File: config.mk
export PLATFORM = sky130hd
export DESIGN_NAME = fram_rmw_bridge
export DESIGN_NICKNAME = d
export VERILOG_FILES = /design/src/rtl/fram_bridge_pkg.sv /design/src/rtl/fram_rmw_bridge.sv
export SDC_FILE = /design/constraint.sdc
export NUM_CORES = 1
export LEC_CHECK = 0
export ABC_AREA = 1
export CAP_MARGIN = 40
export CORE_MARGIN = 4
export CORE_UTILIZATION = 30
export CTS_BUF_LIST = sky130_fd_sc_hd__clkbuf_8
export CTS_CLUSTER_DIAMETER = 30
export CTS_CLUSTER_SIZE = 10
export DETAILED_ROUTE_END_ITERATION = 12
export HOLD_SLACK_MARGIN = 0.12
export PLACE_DENSITY_LB_ADDON = 0.05
export SYNTH_ARGS = -nofsm -noshare
export SYNTH_HDL_FRONTEND = slang
export SYNTH_SLANG_ARGS = --single-unit
File: constraint.sdc
create_clock -name clk_i -period 7.65 [get_ports clk_i]
set_input_delay 1.9125 -clock clk_i [delete_from_list [all_inputs] [get_ports clk_i]]
set_output_delay 1.9125 -clock clk_i [all_outputs]
set_load 0.05 [all_outputs]
File: src/rtl/fram_bridge_pkg.sv
// fram_bridge_pkg: shared types and helpers for CPU-to-FRAM bus bridges.
//   - State encoding of the read-modify-write bridge FSM.
//   - BE_FULL: byte-enable pattern for a whole-word store.
//   - merge_bytes(): byte-lane merge of new store data into an old word.
package fram_bridge_pkg;

    localparam logic [2:0] ST_IDLE     = 3'd0;
    localparam logic [2:0] ST_RD_ISSUE = 3'd1;
    localparam logic [2:0] ST_RD_WLO   = 3'd2;
    localparam logic [2:0] ST_RD_WHI   = 3'd3;
    localparam logic [2:0] ST_WR_ISSUE = 3'd4;
    localparam logic [2:0] ST_WR_WLO   = 3'd5;
    localparam logic [2:0] ST_WR_WHI   = 3'd6;
    localparam logic [2:0] ST_RESP     = 3'd7;

    typedef enum logic [2:0] {
        StIdle    = ST_IDLE,
        StRdIssue = ST_RD_ISSUE,
        StRdWlo   = ST_RD_WLO,
        StRdWhi   = ST_RD_WHI,
        StWrIssue = ST_WR_ISSUE,
        StWrWlo   = ST_WR_WLO,
        StWrWhi   = ST_WR_WHI,
        StResp    = ST_RESP
    } state_e;

    localparam logic [3:0] BE_FULL = 4'b1111;

    // Byte i of the result comes from new_word when be[i] is set, else from old_word.
    function automatic logic [31:0] merge_bytes(input logic [31:0] old_word,
                                                input logic [31:0] new_word,
                                                input logic [3:0]  be);
        logic [31:0] res;
        for (int i = 0; i < 4; i++) begin
            res[8*i +: 8] = be[i] ? new_word[8*i +: 8] : old_word[8*i +: 8];
        end
        return res;
    endfunction

endpackage

File: src/rtl/fram_rmw_bridge.sv
// fram_rmw_bridge: converts byte-enabled CPU loads/stores into whole-word requests on the
// FRAM controller strobe/ready interface. Partial stores are done as read-modify-write; a
// one-word read buffer (data/tag/valid) serves repeated loads without a controller access.
//
// Ports:
//   clk_i, rst_i         clock, asynchronous active-high reset
//   cpu_valid_i          request strobe, sampled only when idle
//   cpu_we_i             1 = store, 0 = load
//   cpu_be_i[3:0]        store byte enables (ignored for loads)
//   cpu_addr_i[15:0]     byte address, bits [1:0] ignored
//   cpu_wdata_i[31:0]    store data
//   cpu_rdata_o[31:0]    load data, held until the next completed load
//   cpu_ready_o          one-cycle completion pulse
//   cpu_busy_o           high from acceptance until cpu_ready_o
//   mem_read_en_o        one-cycle read strobe
//   mem_write_en_o       one-cycle write strobe
//   mem_addr_o[15:0]     word-aligned access address
//   mem_wdata_o[31:0]    merged write word
//   mem_rdata_i[31:0]    controller read data
//   mem_req_ready_i      controller idle / access complete
module fram_rmw_bridge
    import fram_bridge_pkg::*;
#(
    parameter bit BUF_EN = 1'b1
) (
    input  logic        clk_i,
    input  logic        rst_i,
    input  logic        cpu_valid_i,
    input  logic        cpu_we_i,
    input  logic [3:0]  cpu_be_i,
    input  logic [15:0] cpu_addr_i,
    input  logic [31:0] cpu_wdata_i,
    output logic [31:0] cpu_rdata_o,
    output logic        cpu_ready_o,
    output logic        cpu_busy_o,
    output logic        mem_read_en_o,
    output logic        mem_write_en_o,
    output logic [15:0] mem_addr_o,
    output logic [31:0] mem_wdata_o,
    input  logic [31:0] mem_rdata_i,
    input  logic        mem_req_ready_i
);

    state_e      state_q, state_d;
    logic        we_q, we_d;
    logic [3:0]  be_q, be_d;
    logic [31:0] wdata_q, wdata_d;
    logic [31:0] rdata_q, rdata_d;
    logic        ready_q, ready_d;
    logic        busy_q, busy_d;
    logic [15:0] mem_addr_q, mem_addr_d;
    logic [31:0] mem_wdata_q, mem_wdata_d;
    logic [31:0] buf_data_q, buf_data_d;
    logic [13:0] buf_tag_q, buf_tag_d;
    logic        buf_valid_q, buf_valid_d;

    logic        req_hit;    // incoming request address hits the buffer
    logic        cur_match;  // latched access address matches the buffer tag

    assign req_hit   = BUF_EN && buf_valid_q && (buf_tag_q == cpu_addr_i[15:2]);
    assign cur_match = buf_valid_q && (buf_tag_q == mem_addr_q[15:2]);

    always_comb begin
        state_d       = state_q;
        we_d          = we_q;
        be_d          = be_q;
        wdata_d       = wdata_q;
        rdata_d       = rdata_q;
        mem_addr_d    = mem_addr_q;
        mem_wdata_d   = mem_wdata_q;
        buf_data_d    = buf_data_q;
        buf_tag_d     = buf_tag_q;
        buf_valid_d   = buf_valid_q;
        mem_read_en_o  = 1'b0;
        mem_write_en_o = 1'b0;

        unique case (state_q)
            StIdle: begin
                if (cpu_valid_i) begin
                    we_d       = cpu_we_i;
                    be_d       = cpu_be_i;
                    wdata_d    = cpu_wdata_i;
                    mem_addr_d = {cpu_addr_i[15:2], 2'b00};
                    if (!cpu_we_i) begin
                        if (req_hit) begin
                            rdata_d = buf_data_q;
                            state_d = StResp;
                        end else begin
                            state_d = StRdIssue;
                        end
                    end else if (cpu_be_i == 4'b0000) begin
                        state_d = StResp;
                    end else if (cpu_be_i == BE_FULL) begin
                        mem_wdata_d = cpu_wdata_i;
                        state_d     = StWrIssue;
                    end else if (req_hit) begin
                        // Buffer holds the current word, so the old bytes need no read.
                        mem_wdata_d = merge_bytes(buf_data_q, cpu_wdata_i, cpu_be_i);
                        state_d     = StWrIssue;
                    end else begin
                        state_d = StRdIssue;
                    end
                end
            end
            StRdIssue: begin
                if (mem_req_ready_i) begin
                    mem_read_en_o = 1'b1;
                    state_d       = StRdWlo;
                end
            end
            StRdWlo: begin
                if (!mem_req_ready_i) state_d = StRdWhi;
            end
            StRdWhi: begin
                if (mem_req_ready_i) begin
                    buf_data_d  = mem_rdata_i;
                    buf_tag_d   = mem_addr_q[15:2];
                    buf_valid_d = 1'b1;
                    if (!we_q) begin
                        rdata_d = mem_rdata_i;
                        state_d = StResp;
                    end else begin
                        mem_wdata_d = merge_bytes(mem_rdata_i, wdata_q, be_q);
                        state_d     = StWrIssue;
                    end
                end
            end
            StWrIssue: begin
                if (mem_req_ready_i) begin
                    mem_write_en_o = 1'b1;
                    state_d        = StWrWlo;
                end
            end
            StWrWlo: begin
                if (!mem_req_ready_i) state_d = StWrWhi;
            end
            StWrWhi: begin
                if (mem_req_ready_i) begin
                    // Keep the buffer coherent with the word just written.
                    if (cur_match) buf_data_d = mem_wdata_q;
                    state_d = StResp;
                end
            end
            StResp: begin
                state_d = StIdle;
            end
            default: begin
                state_d = StIdle;
            end
        endcase

        // Registered handshake: busy covers acceptance through RESP; ready follows RESP.
        ready_d = (state_q == StResp);
        busy_d  = (state_d != StIdle);
    end

    always_ff @(posedge clk_i or posedge rst_i) begin
        if (rst_i) begin
            state_q     <= StIdle;
            we_q        <= 1'b0;
            be_q        <= 4'b0000;
            wdata_q     <= 32'h0;
            rdata_q     <= 32'h0;
            ready_q     <= 1'b0;
            busy_q      <= 1'b0;
            mem_addr_q  <= 16'h0;
            mem_wdata_q <= 32'h0;
            buf_data_q  <= 32'h0;
            buf_tag_q   <= 14'h0;
            buf_valid_q <= 1'b0;
        end else begin
            state_q     <= state_d;
            we_q        <= we_d;
            be_q        <= be_d;
            wdata_q     <= wdata_d;
            rdata_q     <= rdata_d;
            ready_q     <= ready_d;
            busy_q      <= busy_d;
            mem_addr_q  <= mem_addr_d;
            mem_wdata_q <= mem_wdata_d;
            buf_data_q  <= buf_data_d;
            buf_tag_q   <= buf_tag_d;
            buf_valid_q <= buf_valid_d;
        end
    end

    assign cpu_rdata_o = rdata_q;
    assign cpu_ready_o = ready_q;
    assign cpu_busy_o  = busy_q;
    assign mem_addr_o  = mem_addr_q;
    assign mem_wdata_o = mem_wdata_q;

endmodule
* Yosys cells after proc, flatten, opt, wreduce, memory -nomap -nowiden
Cells that the tools add are included.
** Word-level totals
- Logic and storage cells :: 88
- Register bits :: 167
- Output and inout bits :: 84
** Operators by class
- Equal/unequal tests :: 21
- Reduce and logical (&&, ||, !) cells :: 12
- Multiplexer cells :: 43
** Operators with widths (number)
- $mux 32 :: 15
- $pmux 32 s2 :: 3
- $mux 8 :: 8
- $mux 3 :: 12
- $eq 14x14->1 :: 2
- $pmux 3 s8 :: 1
- $ne 2x2->1 const B :: 10
- $eq 3x3->1 const B :: 4
- $reduce_and 7->1 :: 1
- $eq 3x2->1 const B :: 2
- $reduce_and 6->1 :: 1
- $eq 4x4->1 const B :: 1
- $logic_not 4->1 :: 1
- $reduce_and 2->1 :: 2
- $reduce_and 4->1 :: 1
- $reduce_bool 2->1 :: 2
- $eq 3x1->1 const B :: 1
- $logic_not 3->1 :: 1
- $mux 1 :: 3
- $ne 3x3->1 const B :: 1
- $reduce_bool 3->1 :: 1
- $logic_and 1x1->1 :: 2
- $mux 2 :: 1

* Depth between registers and ports, before layout
Gate-level depths: netlist of run 1.
- Depth after elaboration :: 9
- Gate-level depth with buffers :: 14
- Mapped depth without buffers :: 13

* Worst setup path after synthesis of run 1
No wires, ideal clock.
- Kind :: input to output
- Start :: input mem_req_ready_i
- End :: output mem_write_en_o
- Arrival :: 3002 ps
- Slack :: 2736 ps
- Buffers on the path :: 0
- Cell stages on the path :: 2
- Cells stage by stage :: nand2_1 nor3_1
** Between the ends
- Longest elaborated chain between the ends :: 2
** Ends and longest elaborated chain
- start, declared :: line fram_rmw_bridge.sv:41 : input logic mem_req_ready_i
- $mux 1 :: line fram_rmw_bridge.sv:129 : if (mem_req_ready_i) begin
- $mux 1 :: line fram_rmw_bridge.sv:77 : unique case (state_q)
- end, declared :: line fram_rmw_bridge.sv:37 : output logic mem_write_en_o,
Every way passes these cells.

* Worst setup path after layout of run 1
Ends and elaborated chain as after synthesis.

==> flow_metrics.py, run 1 <==
metrics = {
    "drt": {
        "num_vias": 8172,
        "via_per_inst": 4.748,
        "dr.first_iter.drc_count": 462,
        "ant_nets": 0,
        "wirelength_um": 30730,
        "drc": 0,
        "drtPass1Iterations": 5,
        "wl_per_cell_um": 17.85,
    },
    "placement": {
        "gp_congestion": 0.8003,
        "dpl.hpwl_um": 19570,
        "io_buffers": 168,
    },
    "timing": {
        "clock-skew-final_ps": 24.60,
        "tightest_slew_ps": 875.6,
        "setup_tns_ps": 0,
        "period_share_pct": 72.67,
        "finalSetupViolations": 0,
        "maxSlewViolCount": 0,
        "period_needed_ps": 5560,
        "clock.fmax_mhz": 179.9,
        "hold_viol_final": 0,
        "rsz0062_at_grt": "no",
        "max_slew_margin_pct": 41.63,
    },
    "logic_synthesis": {
        "synth_top_area_share_pct": 47.32,
        "syn_area_sq_um": 8831,
        "ys_seq_area_share_pct": 47.32,
        "synthCells": 1194,
        "synthArstFlopShare_pct": 100.0,
        "synth.area.top_cells": "dfrtp_1, nand2_1, o21ai_0",
        "ys.flop_type": "dfrtp_1",
        "ys_seq_elements": 167,
        "synth_edf_count": 0,
        "syn_area_per_cell_sq_um": 7.396,
        "synth_cell_types": 35,
        "synth.largest_area_cell": "dfrtp_1",
        "yosysWarnings": 0,
    },
    "min_path": {
        "hold_class": "reg2reg",
    },
    "die": {
        "die_w_um": 179.6,
        "die-area_sq_um": 32250,
        "start_util_pct": 30.60,
        "num_io_pins": 173,
        "num_rows": 62,
        "core-area_sq_um": 28860,
        "die_y_um": 179.6,
    },
    "global_routing": {
        "grt_use_total_pct": 18.96,
        "grt_pass1_vias": 8034,
        "grt_overflow_total": 0,
        "grt_max_degree": 77,
        "grt_first_pass_wirelength_um": 48470,
        "antenna_found_initial": 1,
    },
    "setup_path": {
        "startpoint_type": "input pin",
        "crit_fanout": 7,
        "endpoint_kind": "output port",
        "worstPathArrival_ps": 3650,
        "critical_path_class": "in2out",
        "required_ps": 5740,
    },
    "cells_and_area": {
        "nets": 1413,
        "finalCoreUtilization_pct": 38.55,
        "layout-drive-gt1-share_pct": 7.255,
        "syn2layout_area_growth_pct": 25.99,
        "antennaDiodeCount": 0,
    },
    "clock_network": {
        "cts_made_buffers": 17,
        "cts_buffer_depth": 2,
        "clk_root_buffer_cell": "clkbuf_8",
        "clock_sinks": 167,
        "cts.reportedPaths.clkPinSlew_ps": 90,
        "cts_hold_buffers": 0,
        "clkLatencyLatePin_ps": 460,
        "cts.repair.resized": 0,
        "tritoncts": "yes",
        "postCtsSetupBuffers": 0,
        "cts-htree-levels": 4,
    },
    "power_and_ir_drop": {
        "p_per_area_nw_per_um2": 416.6,
        "leakage_nw": 5.424,
        "vdd_drop_max_uv": 239.7,
    },
    "outcome": {
        "status": "completed",
    },
    "flow_run": {
        "cap_violations": 0,
    },
}
==> worst paths after layout <==
kind / cells past startpoint / slack (ps) / start / to
max in group asynchronous: 4 / 4550 / rst_i / buf_data_q[16]$_DFFE_PP0P_
min in group asynchronous: 2 / 1750 / rst_i / wdata_q[29]$_DFFE_PP0P_
min: 2 / 480 / cpu_rdata_o[18]$_DFFE_PP0P_ / cpu_rdata_o[18]$_DFFE_PP0P_
max: 4 / 2090 / mem_req_ready_i / mem_write_en_o
max reg2reg: 11 / 4400 / state_q[2]$_DFF_PP0_ / buf_data_q[13]$_DFFE_PP0P_
min reg2reg: 2 / 480 / cpu_rdata_o[18]$_DFFE_PP0P_ / cpu_rdata_o[18]$_DFFE_PP0P_
==> registers in the layout, indices dropped and copies added, names as in the netlist <==
name,flops
be_q,4
buf_data_q,32
buf_tag_q,14
buf_valid_q,1
cpu_busy_o,1
cpu_rdata_o,32
cpu_ready_o,1
mem_addr_o,14
mem_wdata_o,32
state_q,3
wdata_q,32
we_q,1
==> power by group <==
part,switching (mW),total (mW),internal (mW)
Sequential,0.318,1.59,1.27
Clock,0.378,0.620,0.242
Combinational,1.64,2.43,0.788
Total,2.34,4.64,2.30
==> logic make-up (layout without fill, tap and decap cells) <==
| group | after synthesis | count (layout) | synth area share, % |
|---|---|---|---|
| buffers and inverters | 170 | 312 | 8.458 |
| other | 1 | 2 | 0.04246 |
| DFF | 167 | 167 | 47.32 |
| and+or+nand+nor | 636 | 636 | 29.99 |
| AOI/OAI and AO/OA | 213 | 213 | 13.49 |
| xor gates and xnor gates | 7 | 7 | 0.6943 |
==> placed cells by master (no fill, tap or decap), drive strengths merged <==
master / n
nand2: 472
clkdlybuf4s50: 168
dfrtp: 167
o21ai: 164
inv: 102
nand3: 100
o211ai: 33
or2: 26
nor2: 26
clkbuf: 18
buf: 14
a21oi: 8
clkinv: 8
o22ai: 6
nand4: 5
xnor2: 5
nor3: 5
xor2: 2
conb: 2
clkinvlp: 2
nand3b: 1
and2: 1
o2111ai: 1
o221a: 1
==> synthesized netlist by cell type, types with 6 or more instances <==
cell	instances
buf_2	21
inv_2	9
nor2_1	22
clkbuf_1	33
nand3_1	100
nand2_1	468
o21ai_0	159
buf_4	6
o211ai_1	33
buf_6	7
dfrtp_1	167
a21oi_1	7
inv_1	88
or2_2	26
==> cell type report <==
| class | instances | area (sq um) |
|---|---|---|
| timing repair buffer | 182 | 1807 |
| multi-input combinational | 858 | 3923 |
| clock inverter | 14 | 115.1 |
| clock buffer | 18 | 247.7 |
| sequential | 167 | 4179 |
| inverter | 98 | 374.1 |
| tap | 384 | 480.5 |
| fill | 3106 | 17730 |
==> critical path, cell delays in order <==
cell             delay, ps
clkdlybuf4s50_1        640
nand2_1                 90
nor3_1                 170
clkdlybuf4s50_1        840
==> metrics by stage <==
| stage | cell area (sq um) | setup slack [ps] | instances | total power [mW] | hold WS (ps) |
|---|---|---|---|---|---|
| after floorplan | 8835 | 1219 | 1195 | 3.247 | 443.6 |
| after global placement | 10740 | 2117 | 1688 | 4.035 | 455.8 |
| after detailed placement | 10760 | 2139 | 1689 | 4.053 | 459.5 |
| after CTS | 11130 | 2121 | 1721 | 4.690 | 482.9 |
| after global routing | 11130 | 1980 | 1721 | 5.001 | 501.5 |
| final | 11130 | 2090 | 1721 | 4.635 | 480.7 |
==> per-layer routing <==
metal	GRT usage [%]	share of wire, %	up-vias
li1	-	-	4082
met1	26.93	48	3887
met2	30.57	46	184
met3	3.759	4.4	17
met4	3.292	0.80	2
met5	0	0.042	-
No activity file was read; power rests on OpenSTA's default activity.
==> run 2: changes to the inputs <==
clock period = 5.8 ns   (was 7.65 ns; I/O delays follow)
==> run 2 against run 1 <==
Setup slack got worse by 880 ps. First-iteration DRC count shrank 19%. Routed wire length decreased by 3.5%. Critical path type unchanged. Sequential share of layout area shrank 0.11 points. Via count shrank 1.8%. Non-clock buffer count increased by 4. Global-route usage down 0.47 points. Cell area increased by 0.29%. Clock-buffer cell count unchanged. Core utilization increased by 0.11 points. Clock power increased by 27%.
==> flow_metrics.py, run 2 (same netlist as run 1, synthesis figures left out) <==
metrics = {
    "cells_and_area": {
        "nets": 1417,
        "syn2layout_area_growth_pct": 26.35,
        "layout_common_cells": "nand2_1, clkdlybuf4s50_1, dfrtp_1",
        "layout.cells.non_filler": 1726,
        "layout-drive-gt1-share_pct": 7.457,
        "finalCoreUtilization_pct": 38.67,
        "final_cell_area_sq_um": 11160,
        "layout_commonest_cell": "nand2_1",
    },
    "clock_network": {
        "clkLatencyLatePin_ps": 460,
        "cts.repair.resized": 0,
        "clk_root_buffer_cell": "clkbuf_8",
        "cts.reportedPaths.clkPinSlew_ps": 100,
        "cts_buffer_depth": 2,
        "cts_made_buffers": 17,
        "tritoncts": "yes",
        "cts_hold_buffers": 0,
        "cts-htree-levels": 4,
        "clock_sinks": 167,
        "postCtsSetupBuffers": 0,
    },
    "global_routing": {
        "grt_first_pass_wirelength_um": 47690,
        "grt_overflow_total": 0,
        "grt_max_degree": 97,
        "grt_pass1_vias": 8064,
        "antenna_found_initial": 0,
        "grt_use_total_pct": 18.49,
    },
    "power_and_ir_drop": {
        "leakage_nw": 5.440,
        "p_per_area_nw_per_um2": 545.1,
        "vdd_drop_max_uv": 293.7,
    },
    "drt": {
        "wl_per_cell_um": 17.17,
        "via_per_inst": 4.647,
        "drtPass1Iterations": 5,
        "num_vias": 8021,
        "wirelength_um": 29640,
        "drc": 0,
        "dr.first_iter.drc_count": 373,
        "ant_nets": 0,
    },
    "timing": {
        "tightest_slew_ps": 839.0,
        "maxSlewViolCount": 0,
        "finalSetupViolations": 0,
        "period_needed_ps": 4590,
        "clock.fmax_mhz": 217.8,
        "clock-skew-final_ps": 26.60,
        "hold_ws_ps": 479.9,
        "hold_viol_final": 0,
        "rsz0062_at_grt": "no",
        "max_slew_margin_pct": 44.06,
        "setup_tns_ps": 0,
        "period_share_pct": 79.15,
    },
    "setup_path": {
        "critical_path_class": "in2out",
        "r2r_setup_slack_ps": 3140,
        "crit_fanout": 7,
        "required_ps": 4350,
        "endpoint_kind": "output port",
        "worstPathArrival_ps": 3140,
        "startpoint_type": "input pin",
    },
    "die": {
        "die-area_sq_um": 32250,
        "die_y_um": 179.6,
        "die_w_um": 179.6,
        "core-area_sq_um": 28860,
        "num_io_pins": 173,
        "num_rows": 62,
        "start_util_pct": 30.60,
    },
    "outcome": {
        "status": "completed",
    },
    "min_path": {
        "hold_class": "reg2reg",
    },
    "placement": {
        "dp.cells": 1693,
        "placed_cell_area_sq_um": 10810,
        "gp_congestion": 0.7650,
        "io_buffers": 168,
        "dpl.hpwl_um": 19550,
    },
    "flow_run": {
        "cap_violations": 0,
    },
}
run 2: cell types whose count changed in the layout (fill, tap and decap cells not counted), sizes merged:
cell      before  now
inv          102  100
buf           14   18
clkinvlp       2    4
diode          0    1
run 2: cell type report:
class / instances / area [sq um]
Sequential cell: 167 / 4179
Clock buffer: 18 / 247.7
Multi-Input combinational cell: 858 / 3923
Antenna cell: 1 / 2.502
Fill cell: 3089 / 17700
Clock inverter: 14 / 98.84
Tap cell: 384 / 480.5
Timing Repair Buffer: 186 / 1854
Inverter: 98 / 372.9
run 2: power by group:
group          internal [mW]  switching (mW)
clock                  0.310           0.478
sequential              1.67           0.417
combinational           1.05            2.15
total                   3.03            3.05
run 2: metal layers:
metal	vias to the layer above	track usage (%)	wire length [um]
li1	4094	-	-
met4	0	2.804	201
met1	3755	25.48	14050
met2	159	30.92	14110
met3	13	3.719	1281
met5	-	0	0
run 2: path summary, 6_finish.rpt:
kind	endpoint	startpoint	depth (start not counted)
setup / recovery	mem_write_en_o	mem_req_ready_i	4
min in group asynchronous	cpu_rdata_o[27]$_DFFE_PP0P_	rst_i	3
hold reg to reg	cpu_rdata_o[28]$_DFFE_PP0P_	cpu_rdata_o[28]$_DFFE_PP0P_	2
setup reg to reg	buf_data_q[9]$_DFFE_PP0P_	state_q[2]$_DFF_PP0_	11
hold / removal	cpu_rdata_o[28]$_DFFE_PP0P_	cpu_rdata_o[28]$_DFFE_PP0P_	2
max in group asynchronous	buf_data_q[16]$_DFFE_PP0P_	rst_i	4
run 2: worst max-delay path, stage by stage:
cell and delay, ps:
clkdlybuf4s50_1 620, nand2_1 90, nor3_1 140, clkdlybuf4s50_1 840
run 2: through the flow:
step	power (mW)	setup WS, ps
floorplan	4.282	1811
global placement	5.318	1192
detailed placement	5.358	1201
CTS	6.164	1183
global route	6.578	1085
finish	6.083	1210
==> run 3: changes to the inputs <==
clock period = 4.6 ns   (was 5.8 ns; I/O delays follow)
==> run 3 against run 2 <==
Clock skew shrank 0.50 ps. First-iteration DRC count grew 43%. Die area is the same. Largest power group unchanged. Via count grew 1.0%. Flip-flop and latch count is the same. Power grew 30%.
==> flow_metrics.py, run 3 (same netlist as run 1, synthesis figures left out) <==
metrics = {
    "outcome": {
        "status": "completed",
    },
    "timing": {
        "fin_ws_ps": 684.5,
        "period_share_pct": 85.12,
        "tightest_slew_ps": 735.9,
        "max_slew_margin_pct": 50.94,
        "rsz0062_at_grt": "no",
        "hold_viol_final": 0,
        "finalSetupViolations": 0,
        "clock-skew-final_ps": 26.10,
        "clock.fmax_mhz": 255.4,
        "maxSlewViolCount": 0,
        "setup_tns_ps": 0,
        "period_needed_ps": 3915,
        "hold_ws_ps": 476.4,
    },
    "setup_path": {
        "critical_path_class": "in2out",
        "endpoint_kind": "output port",
        "startpoint_type": "input pin",
        "crit_fanout": 7,
        "required_ps": 3450,
        "worstPathArrival_ps": 2770,
    },
    "power_and_ir_drop": {
        "p_per_area_nw_per_um2": 701.3,
        "power_frac_seq_pct": 33.4,
        "switchingPower_mw": 3.858,
        "swShare_pct": 48.80,
        "vdd_drop_max_uv": 310.1,
        "leakage_nw": 5.498,
        "pwr-share-clk_pct": 15.5,
        "combPwrFrac_pct": 51.1,
        "p_int_mw": 4.048,
    },
    "die": {
        "num_rows": 62,
        "die_y_um": 179.6,
        "die_w_um": 179.6,
        "start_util_pct": 30.60,
        "core-area_sq_um": 28860,
        "num_io_pins": 173,
        "die-area_sq_um": 32250,
    },
    "clock_network": {
        "cts_made_buffers": 17,
        "cts.repair.resized": 0,
        "clock_sinks": 167,
        "cts_buffer_depth": 2,
        "cts-htree-levels": 4,
        "clkLatencyLatePin_ps": 470,
        "cts_hold_buffers": 0,
        "postCtsSetupBuffers": 0,
        "clk_root_buffer_cell": "clkbuf_8",
        "cts.reportedPaths.clkPinSlew_ps": 100,
        "tritoncts": "yes",
    },
    "drt": {
        "via_per_inst": 4.687,
        "highest_layer": "met5",
        "wl_met3_um": 1344,
        "met2WireLength_um": 14150,
        "drc": 0,
        "drtPass1Iterations": 5,
        "ant_nets": 0,
        "wl_met1_um": 14270,
        "num_vias": 8104,
        "wl_per_cell_um": 17.38,
        "dr.first_iter.drc_count": 533,
        "wirelength_um": 30050,
    },
    "cells_and_area": {
        "layout_common_cells": "nand2_1, dfrtp_1, clkdlybuf4s50_1",
        "layout_commonest_cell": "nand2_1",
        "antennaDiodeCount": 0,
        "syn2layout_area_growth_pct": 27.64,
        "nets": 1422,
        "layout.cells.non_filler": 1729,
        "layout-drive-gt1-share_pct": 7.881,
        "final_cell_area_sq_um": 11270,
    },
    "placement": {
        "gp_congestion": 0.7734,
        "placed_cell_area_sq_um": 10830,
        "io_buffers": 168,
        "dp_slack_ps": 684.6,
        "dp.cells": 1698,
        "dpl.hpwl_um": 19980,
    },
    "global_routing": {
        "antenna_found_initial": 1,
        "grt_first_pass_wirelength_um": 47170,
        "grt_max_degree": 68,
        "grt_use_total_pct": 18.38,
        "grt_pass1_vias": 7871,
        "grt_overflow_total": 0,
    },
    "flow_run": {
        "cap_violations": 0,
    },
    "min_path": {
        "hold_class": "reg2reg",
    },
}
-- run 3: cell count changes in the layout (fill, tap and decap cells not counted) --
cell	previous run	this run
clkdlybuf4s50_1	168	167
clkinv_2	5	2
buf_12	3	2
clkinvlp_4	4	3
bufinv_16	0	4
inv_1	87	86
buf_4	15	22
diode_2	1	0
-- run 3: critical path, stage by stage --
cell and delay [ps]:
clkdlybuf4s50_1 630, nand2_1 120, inv_1 70, clkdlybuf4s50_1 800
-- run 3: power groups by stage --
stage	Sequential [mW]	Combinational, mW	Clock [mW]
6_report	2.64	4.04	1.22
2_1_floorplan	3.56	1.84	0
3_3_place_gp	2.67	4.06	0
3_5_place_dp	2.67	4.09	0
5_1_grt	2.74	4.44	1.33
4_1_cts	2.65	4.10	1.25
-- run 3: routing by layer --
metal  GRT usage, %  vias to the layer above
met1          25.38                     3800
met3          3.840                       15
met2          30.19                      190
li1               -                     4097
met5              0                        -
met4          3.536                        2
-- run 3: final timing paths --
| check | from | endpoint | slack [ps] | cells after the start |
|---|---|---|---|---|
| setup / recovery | mem_req_ready_i | mem_read_en_o | 680 | 4 |
| hold / removal | cpu_rdata_o[13]$_DFFE_PP0P_ | cpu_rdata_o[13]$_DFFE_PP0P_ | 480 | 2 |
| setup reg to reg | state_q[0]$_DFF_PP0_ | buf_data_q[1]$_DFFE_PP0P_ | 2110 | 11 |
| hold reg to reg | cpu_rdata_o[13]$_DFFE_PP0P_ | cpu_rdata_o[13]$_DFFE_PP0P_ | 480 | 2 |
| max in group asynchronous | rst_i | mem_addr_o[12]$_DFFE_PP0P_ | 2920 | 3 |
| min in group asynchronous | rst_i | cpu_rdata_o[27]$_DFFE_PP0P_ | 970 | 2 |
-- run 3: final cells by class --
cell class	count	area [sq um]
Clock inverter	13	192.7
Multi-Input combinational cell	858	3923
Sequential cell	167	4179
Timing Repair Buffer	191	1877
Fill cell	3078	17590
Clock buffer	18	247.7
Inverter	98	372.9
Tap cell	384	480.5
-- run 3: metrics by stage --
stage,total power [mW],utilization (%)
after floorplan,5.400,-
after global placement,6.727,37.53
after detailed placement,6.758,37.53
after CTS,7.998,39.06
after global routing,8.506,39.06
final,7.905,39.06
